$ cat src/rtl/ft2232h_frame_tx.sv
// Serialises a latched sample frame onto the FT2232H synchronous FIFO bus:
// optional header byte, optional sequence byte, then payload MSB-first.
module ft2232h_frame_tx #(
  parameter int unsigned DATA_WIDTH  = 14,
  parameter int unsigned NUM_SAMPLES = 40,
  parameter int unsigned HEADER_EN   = 1,
  parameter logic [7:0]  HEADER_BYTE = 8'hFF,
  parameter int unsigned SEQ_EN      = 1
) (
  input  logic                              clk,
  input  logic                              rst_n,
  input  logic [DATA_WIDTH*NUM_SAMPLES-1:0] frame_data,
  input  logic                              frame_valid,
  output logic                              frame_ready,
  input  logic                              txe,
  output logic                              wr,
  output logic [7:0]                        data_out,
  output logic                              busy,
  output logic [15:0]                       frame_count
);

  localparam int unsigned PAYLOAD_BITS_IN = DATA_WIDTH * NUM_SAMPLES;
  localparam int unsigned PAYLOAD_BYTES   = (PAYLOAD_BITS_IN + 7) / 8;
  localparam int unsigned PAYLOAD_BITS    = PAYLOAD_BYTES * 8;
  localparam int unsigned PAD_BITS        = PAYLOAD_BITS - PAYLOAD_BITS_IN;
  localparam int unsigned FRAME_BYTES     = PAYLOAD_BYTES + HEADER_EN + SEQ_EN;
  localparam int unsigned IDX_W           = $clog2(FRAME_BYTES + 1);

  typedef enum logic {
    S_IDLE = 1'b0,
    S_SEND = 1'b1
  } state_t;

  state_t                     r_state;
  logic [PAYLOAD_BITS_IN-1:0] r_buf;
  logic [IDX_W-1:0]           r_idx;
  logic [7:0]                 r_seq;
  logic [7:0]                 r_data;
  logic                       r_wr;
  logic [15:0]                r_count;

  logic [PAYLOAD_BITS_IN-1:0] w_raw;
  logic [PAYLOAD_BITS-1:0]    w_src;
  logic [IDX_W-1:0]           w_sel_idx;
  logic [7:0]                 w_byte;
  logic                       w_last;
  logic                       w_xfer;

  // In IDLE byte 0 comes straight from frame_data, since the buffer loads on the same edge.
  assign w_raw     = (r_state == S_IDLE) ? frame_data : r_buf;
  assign w_src     = PAYLOAD_BITS'(w_raw) << PAD_BITS;
  assign w_sel_idx = (r_state == S_IDLE) ? IDX_W'(0) : r_idx + IDX_W'(1);
  assign w_last    = (r_idx == IDX_W'(FRAME_BYTES - 1));
  assign w_xfer    = !r_wr && !txe;

  // Byte selector: header, sequence number, then left-justified payload bytes.
  always_comb begin
    w_byte = 8'h00;
    if ((HEADER_EN != 0) && (w_sel_idx == IDX_W'(0))) begin
      w_byte = HEADER_BYTE;
    end else if ((SEQ_EN != 0) && (w_sel_idx == IDX_W'(HEADER_EN))) begin
      w_byte = r_seq;
    end else begin
      for (int unsigned i = 0; i < PAYLOAD_BYTES; i++) begin
        if (w_sel_idx == IDX_W'(i + HEADER_EN + SEQ_EN)) begin
          w_byte = w_src[PAYLOAD_BITS-1-8*i -: 8];
        end
      end
    end
  end

  always_ff @(posedge clk or negedge rst_n) begin
    if (!rst_n) begin
      r_state <= S_IDLE;
      r_buf   <= '0;
      r_idx   <= '0;
      r_seq   <= 8'h00;
      r_data  <= 8'h00;
      r_wr    <= 1'b1;
      r_count <= 16'h0000;
    end else begin
      case (r_state)
        S_IDLE: begin
          if (frame_valid) begin
            r_buf   <= frame_data;
            r_state <= S_SEND;
            r_wr    <= 1'b0;
            r_data  <= w_byte;
            r_idx   <= '0;
          end
        end
        S_SEND: begin
          // txe high simply stalls: index and data hold, wr stays asserted.
          if (w_xfer) begin
            if (w_last) begin
              r_state <= S_IDLE;
              r_wr    <= 1'b1;
              r_idx   <= '0;
              r_count <= r_count + 16'd1;
              r_seq   <= r_seq + 8'd1;
            end else begin
              r_idx  <= w_sel_idx;
              r_data <= w_byte;
            end
          end
        end
      endcase
    end
  end

  assign frame_ready = rst_n && (r_state == S_IDLE);
  assign busy        = (r_state == S_SEND);
  assign wr          = r_wr;
  assign data_out    = r_data;
  assign frame_count = r_count;

endmodule

$ cat config.mk
export PLATFORM = sky130hd
export DESIGN_NAME = ft2232h_frame_tx
export DESIGN_NICKNAME = d
export VERILOG_FILES = /design/src/rtl/ft2232h_frame_tx.sv
export SDC_FILE = /design/constraint.sdc
export NUM_CORES = 1
export LEC_CHECK = 0
export ABC_AREA = 1
export BUFFER_PORTS_ARGS = -buffer_cell sky130_fd_sc_hd__buf_2
export CORE_ASPECT_RATIO = 1.1
export CORE_UTILIZATION = 40
export DETAILED_ROUTE_END_ITERATION = 10
export GPL_TIMING_DRIVEN = 0
export PLACE_DENSITY = 0.71
export SLEW_MARGIN = 0
export SYNTH_ARGS = -nofsm -noshare
export SYNTH_HDL_FRONTEND = slang
export SYNTH_SLANG_ARGS = --single-unit
$ cat constraint.sdc
create_clock -name clk -period 3.7 [get_ports clk]
set_input_delay 0.37 -clock clk [delete_from_list [all_inputs] [get_ports clk]]
set_output_delay 0.37 -clock clk [all_outputs]
set_load 0.1 [all_outputs]
* After elaboration in Yosys (flattened, before gate mapping) *
Index checks and enable logic that the tools add are counted.

storage, ports and cells
  register bits after elaboration = 601
  output and inout port bits = 27
  input port bits = 564

operators by class
  bitwise logic cells = 1
  $add $sub $neg = 3
  equal/unequal tests = 76
  mux-type cells = 90
  reduce and logical (&&, ||, !) cells = 10

operator list
  operator               number
  $mux 8                 75
  $mux 560               1
  $eq 7x6->1 const B     32
  $eq 7x5->1 const B     16
  $eq 7x7->1 const B     9
  $eq 7x4->1 const B     8
  $eq 7x3->1 const B     4
  $mux 7                 4
  $add 16x1->16 const B  1
  $pmux 8 s2             1
  $eq 7x2->1 const B     2
  $pmux 7 s2             1
  $reduce_and 3->1       3
  $add 8x1->8 const B    1
  $add 7x1->7 const B    1
  $eq 7x1->1 const B     1
  $logic_not 7->1        1
  $mux 1                 6
  $ne 2x1->1 const B     2
  $ne 2x2->1 const B     2
  $pmux 1 s2             2
  $reduce_and 2->1       2
  $logic_and 1x1->1      2
  $logic_not 1->1        2
  $not 1->1              1

* Logic depth before layout (Yosys ltp) *
  depth in word-level cells = 78
  depth in mapped cells = 51
  mapped depth without buffers = 50

* Worst setup path before layout *
OpenSTA, ideal clock, no wires.

  path type = flip-flop to output port
  from = register r_state (netlist: busy)
  to = output frame_ready
  path slack = -1.448 ns
  required time = 3.330 ns
  arrival time = 4.778 ns
  cell stages (with the launch flop) = 18
  cells stage by stage = dfrtp_1 -> buf_2 -> buf_2 -> buf_2 -> buf_2 -> buf_2 -> buf_2 -> buf_2 -> buf_2 -> buf_2 -> buf_4 -> buf_4 -> buf_2 -> buf_2 -> buf_2 -> buf_2 -> buf_2 -> nor2_1

on the way
  word-level cells in the longest chain between the ends = 2

RTL lines
  item                    line  text
  from (decl)             34    state_t r_state;
  from (signal assigned)  74    r_state <= S_IDLE;
  from (signal assigned)  86    r_state <= S_SEND;
  from (signal assigned)  96    r_state <= S_IDLE;
  $not 1->1 (no line)     n/a
  $logic_and 1x1->1       111   assign frame_ready = rst_n && (r_state == S_IDLE);
  to (decl)               14    output logic frame_ready,

Every way passes these cells.

* Final worst setup path *
  from = register r_idx[0]
  to = register r_data[1] (netlist: data_out[1])

on the way
  word-level cells in the longest chain between the ends = 78

RTL lines
  item                    line  text
  from (decl)             36    logic [IDX_W-1:0] r_idx;
  from (signal assigned)  102   r_idx <= w_sel_idx;
  $add 7x1->7             52    assign w_sel_idx = (r_state == S_IDLE) ? IDX_W'(0) : r_idx + IDX_W'(1);
  $mux 7                  52
  $eq 7x2->1              65    if (w_sel_idx == IDX_W'(i + HEADER_EN + SEQ_EN)) begin
  $mux 8 (70 in a row)    65
  $mux 8                  61    end else if ((SEQ_EN != 0) && (w_sel_idx == IDX_W'(HEADER_EN))) begin
  $mux 8                  59    if ((HEADER_EN != 0) && (w_sel_idx == IDX_W'(0))) begin
  $mux 8                  95    if (w_last) begin
  $mux 8                  94    if (w_xfer) begin
  $pmux 8 s2              82    case (r_state)
  to (signal assigned)    88    r_data <= w_byte;
  to (signal assigned)    103   r_data <= w_byte;
  to (decl)               38    logic [7:0] r_data;

Several ways; a longest one is shown, not always the timed one. The select of a mux whose other input is x is not followed.
A chain may end at the register's enable or synchronous reset.

==> run_results.csv <==
group,metric,value,unit
finish,syn_to_final_growth,25.3,%
clocking,cts_buffers,70,
grt,grt_pass1_wl,200000,um
finish,final_layout_size_suffix_gt1_frac,0.195,
timing,report.final.setup_viol,12,
setup_path,critPathLaunchType,"register",
grt,first_global_vias,34094,
timing,worst_slew_pin_slew,0.884,ns
pwr,power_leakage,22.0,nW
detailed_routing,drt_first_iter_violations,3936,
timing,fin_crit,6.08,ns
floorplan,placementRows,111,
clocking,h-tree-depth,3,
synth,synth_area_per_cell,6.99,um2
floorplan,core,83900,um2
detailed_routing,dr.pass1.iters,6,
clocking,clk_latency,0.61,ns
timing,relSlewSlack,0.409,
place,place_inst,6598,
grt,grt-ovfl-total,0,
status,status,"complete, but fails checks",
finish,multi_input_area,15800,um2
timing,fmax,0.165,GHz
detailed_routing,routed_wirelength,134000,um
synth,ys_warn_count,0,
detailed_routing,route.met3.wl,11700,um
floorplan,die_w,280,um
setup_path,cp_slowest_stage_delay,0.42,ns
synth,synthCells,4872,
timing,rsz0062_at_grt,"yes",
status,violations,"setup timing",
timing,finalClockSkew,0.0299,ns
finish,final_cells,6812,
pwr,p_per_area,728,nW/um2
setup_path,endpoint_kind,"register",
grt,antenna_found_initial,25,
finish,post-route-util,0.509,
synth,ys_ff_latch,601,
run,maxCapViolations,0,
timing,setup_slack,-2.38,ns
timing,maxSlewViolCount,0,
finish,regArea,15000,um2
synth,syn-num-nets,5439,
timing,hold_viol,0,
synth,synth_cell_types,38,
place,gp_congestion,0.955,
finish,layout.nets,6187,
clocking,clockRootBuffer,"clkbuf_16",
place,hpwl,101000,um
setup_path,critPathRequiredTime,4.20,ns
clocking,cts.clk_slew.worst_paths,0.06,ns
synth,synth_sequential_area_ratio,0.442,
clocking,clock_path_buffers,3,
detailed_routing,top_layer_used,"met5",
clocking,cts.sinks,601,
detailed_routing,drc,0,
detailed_routing,wl_per_cell,19.7,um
setup_path,slowest_stage,"dfrtp_1",
detailed_routing,num_vias,36108,
setup_path,path_class,"register to register",
floorplan,die_area,86300,um2
grt,grt.total_usage,0.304,
floorplan,die_h,308,um
grt,grt_max_degree,113,
detailed_routing,vias_per_cell,5.30,
place,placement.io_buffers,590,
setup_path,crit_path_max_fanout,8,
floorplan,start_util,0.406,
worst_hold_path,holdCritPathClass,"primary input to register",
clocking,cts_tree,"yes",
setup_path,crit_top_cell,"nand4_1",
synth,syn_area,34100,um2
floorplan,ios,591,
pwr,irDropWorstVdd,0.000448,V
timing,fin_crit_sh,1.64,
detailed_routing,final_antenna_net_count,0,
detailed_routing,routed-wl-met2,61700,um
finish,fillers,8250,
setup_path,arrival,6.58,ns
detailed_routing,wl_met1,53600,um
[path summary, 6_finish.rpt]
check | start | endpoint | slack, ns | cells after the start
worst max-delay path | r_idx[0] | data_out[1] | -2.38 | 49
worst min-delay path | frame_data[334] | r_buf[334] | 0.03 | 3
worst max register to register | r_idx[0] | data_out[1] | -2.38 | 49
worst min register to register | frame_count[15] | frame_count[15] | 0.46 | 1
max in group asynchronous | rst_n | r_buf[238] | 1.52 | 5
min in group asynchronous | rst_n | r_buf[475] | 0.24 | 2
[logic make-up after synthesis]
family                   Yosys count  share of synthesized area
AND/OR/NAND/NOR                 2158                      0.254
AO/OA/AOI/OAI                   1052                      0.157
buffers and inverters            936                      0.108
flip-flops                       601                      0.442
multiplexers                     100                     0.0329
XOR/XNOR                          22                    0.00566
adder cells (fa/ha/maj)            3                    0.00110
[per-stage QoR]
| step | power (mW) | hold WS (ns) | area, um2 | setup TNS (ns) | worst slack, ns |
|---|---|---|---|---|---|
| after floorplan | 18.4 | 0.0744 | 34200 | -1.36 | -0.173 |
| after global placement | 22.5 | 0.453 | 38600 | -7936.89 | -13.12 |
| after detailed placement | 22.9 | 0.288 | 38800 | -1458.93 | -2.78 |
| after CTS | 30.6 | 0.000394 | 42200 | -17.61 | -2.23 |
| after global routing | 33.0 | 0.0187 | 42700 | -21.69 | -2.68 |
| final | 31.1 | 0.0290 | 42700 | -18.63 | -2.38 |
[state kept, by name, indices dropped and copies added, names as in the netlist]
| register | cells |
|---|---|
| r_idx | 7 |
| frame_count | 16 |
| data_out | 8 |
| r_seq | 8 |
| busy | 1 |
| r_buf | 560 |
| wr | 1 |
[critical path: cells and delay by family, from the launching register on]
family                     cells  cell delay, ns
DFF                            1            0.42
and+or+nand+nor               47            5.16
adders and majority gates      1            0.17
buffers and inverters          1            0.18
[power breakdown]
part           internal, mW  switching, mW
Clock                  4.18           2.96
Combinational          4.57           8.36
Sequential             9.46           1.56
[final cells by class]
type / instances / area share
clock buffers: 102 / 0.0486
repair buffers: 677 / 0.0914
well taps: 1130 / 0.0331
plain buffers: 253 / 0.0355
multi-input cells: 3335 / 0.371
inverters: 682 / 0.0614
clock inverters: 20 / 0.00554
diodes: 12 / 0.000704
flip-flops and latches: 601 / 0.352
[cell usage in the layout (no fill, tap or decap), drive strengths merged, types with 2 or more instances in the layout]
cell         instances
clkinv              13
a31oi               15
diode               12
a211oi               2
dlygate4sd3         43
or2                  4
dfrtp              600
clkbuf             265
ha                   3
a21oi               73
nor3                13
bufinv               5
o21ai              942
mux2i                3
o22ai                5
inv                675
nand2             1732
nor2               164
clkinvlp             9
xor2                21
nand3              133
nand4              112
o211ai              13
mux2                97
buf                724
[repair_timing]
action | 4_1_cts | 5_1_grt
gates resized for setup | 158 | 103
pin swaps | 31 | 68
cloned | 2 | 0
endpoints found under the setup margin | 591 | 493
endpoints found under the hold margin | 79 | 0
hold buffers | 43 | 0
buffers inserted | 22 | 14
[cell usage after synthesis]
master | instances | area, um2
nor3_1 | 12 | 60.1
buf_4 | 12 | 90.1
nor2_4 | 3 | 33.8
buf_2 | 66 | 330
nand3_2 | 1 | 10.0
xor2_1 | 21 | 184
inv_6 | 1 | 8.76
clkbuf_1 | 166 | 623
inv_2 | 11 | 41.3
buf_1 | 6 | 22.5
nor2_1 | 152 | 571
o31ai_1 | 1 | 7.51
inv_1 | 667 | 2500
or2_2 | 3 | 18.8
or2_1 | 1 | 6.26
a211oi_1 | 2 | 15.0
nor3_4 | 1 | 16.3
nand2_2 | 5 | 31.3
a31oi_1 | 15 | 93.8
o21ai_0 | 933 | 4670
dfrtp_1 | 600 | 15000
nand3_1 | 132 | 661
dfstp_2 | 1 | 26.3
nor2_2 | 8 | 50.1
nor2_8 | 1 | 20.0
buf_6 | 4 | 45.0
o211ai_1 | 13 | 97.6
o22ai_1 | 5 | 31.3
ha_1 | 3 | 37.5
nand4_1 | 112 | 701
nand2_1 | 1727 | 6480
mux2i_1 | 3 | 30.0
o21bai_1 | 1 | 7.51
xnor2_1 | 1 | 8.76
clkinv_1 | 3 | 11.3
a21oi_1 | 73 | 365
o21ai_1 | 9 | 45.0
mux2_2 | 97 | 1090
[metal layers]
layer,up-vias,track usage
met1,17045,0.397
met2,1801,0.486
met5,-,0
met4,24,0.154
li1,16912,-
met3,326,0.0486
Note: power is estimated with default switching activity, not from simulation.
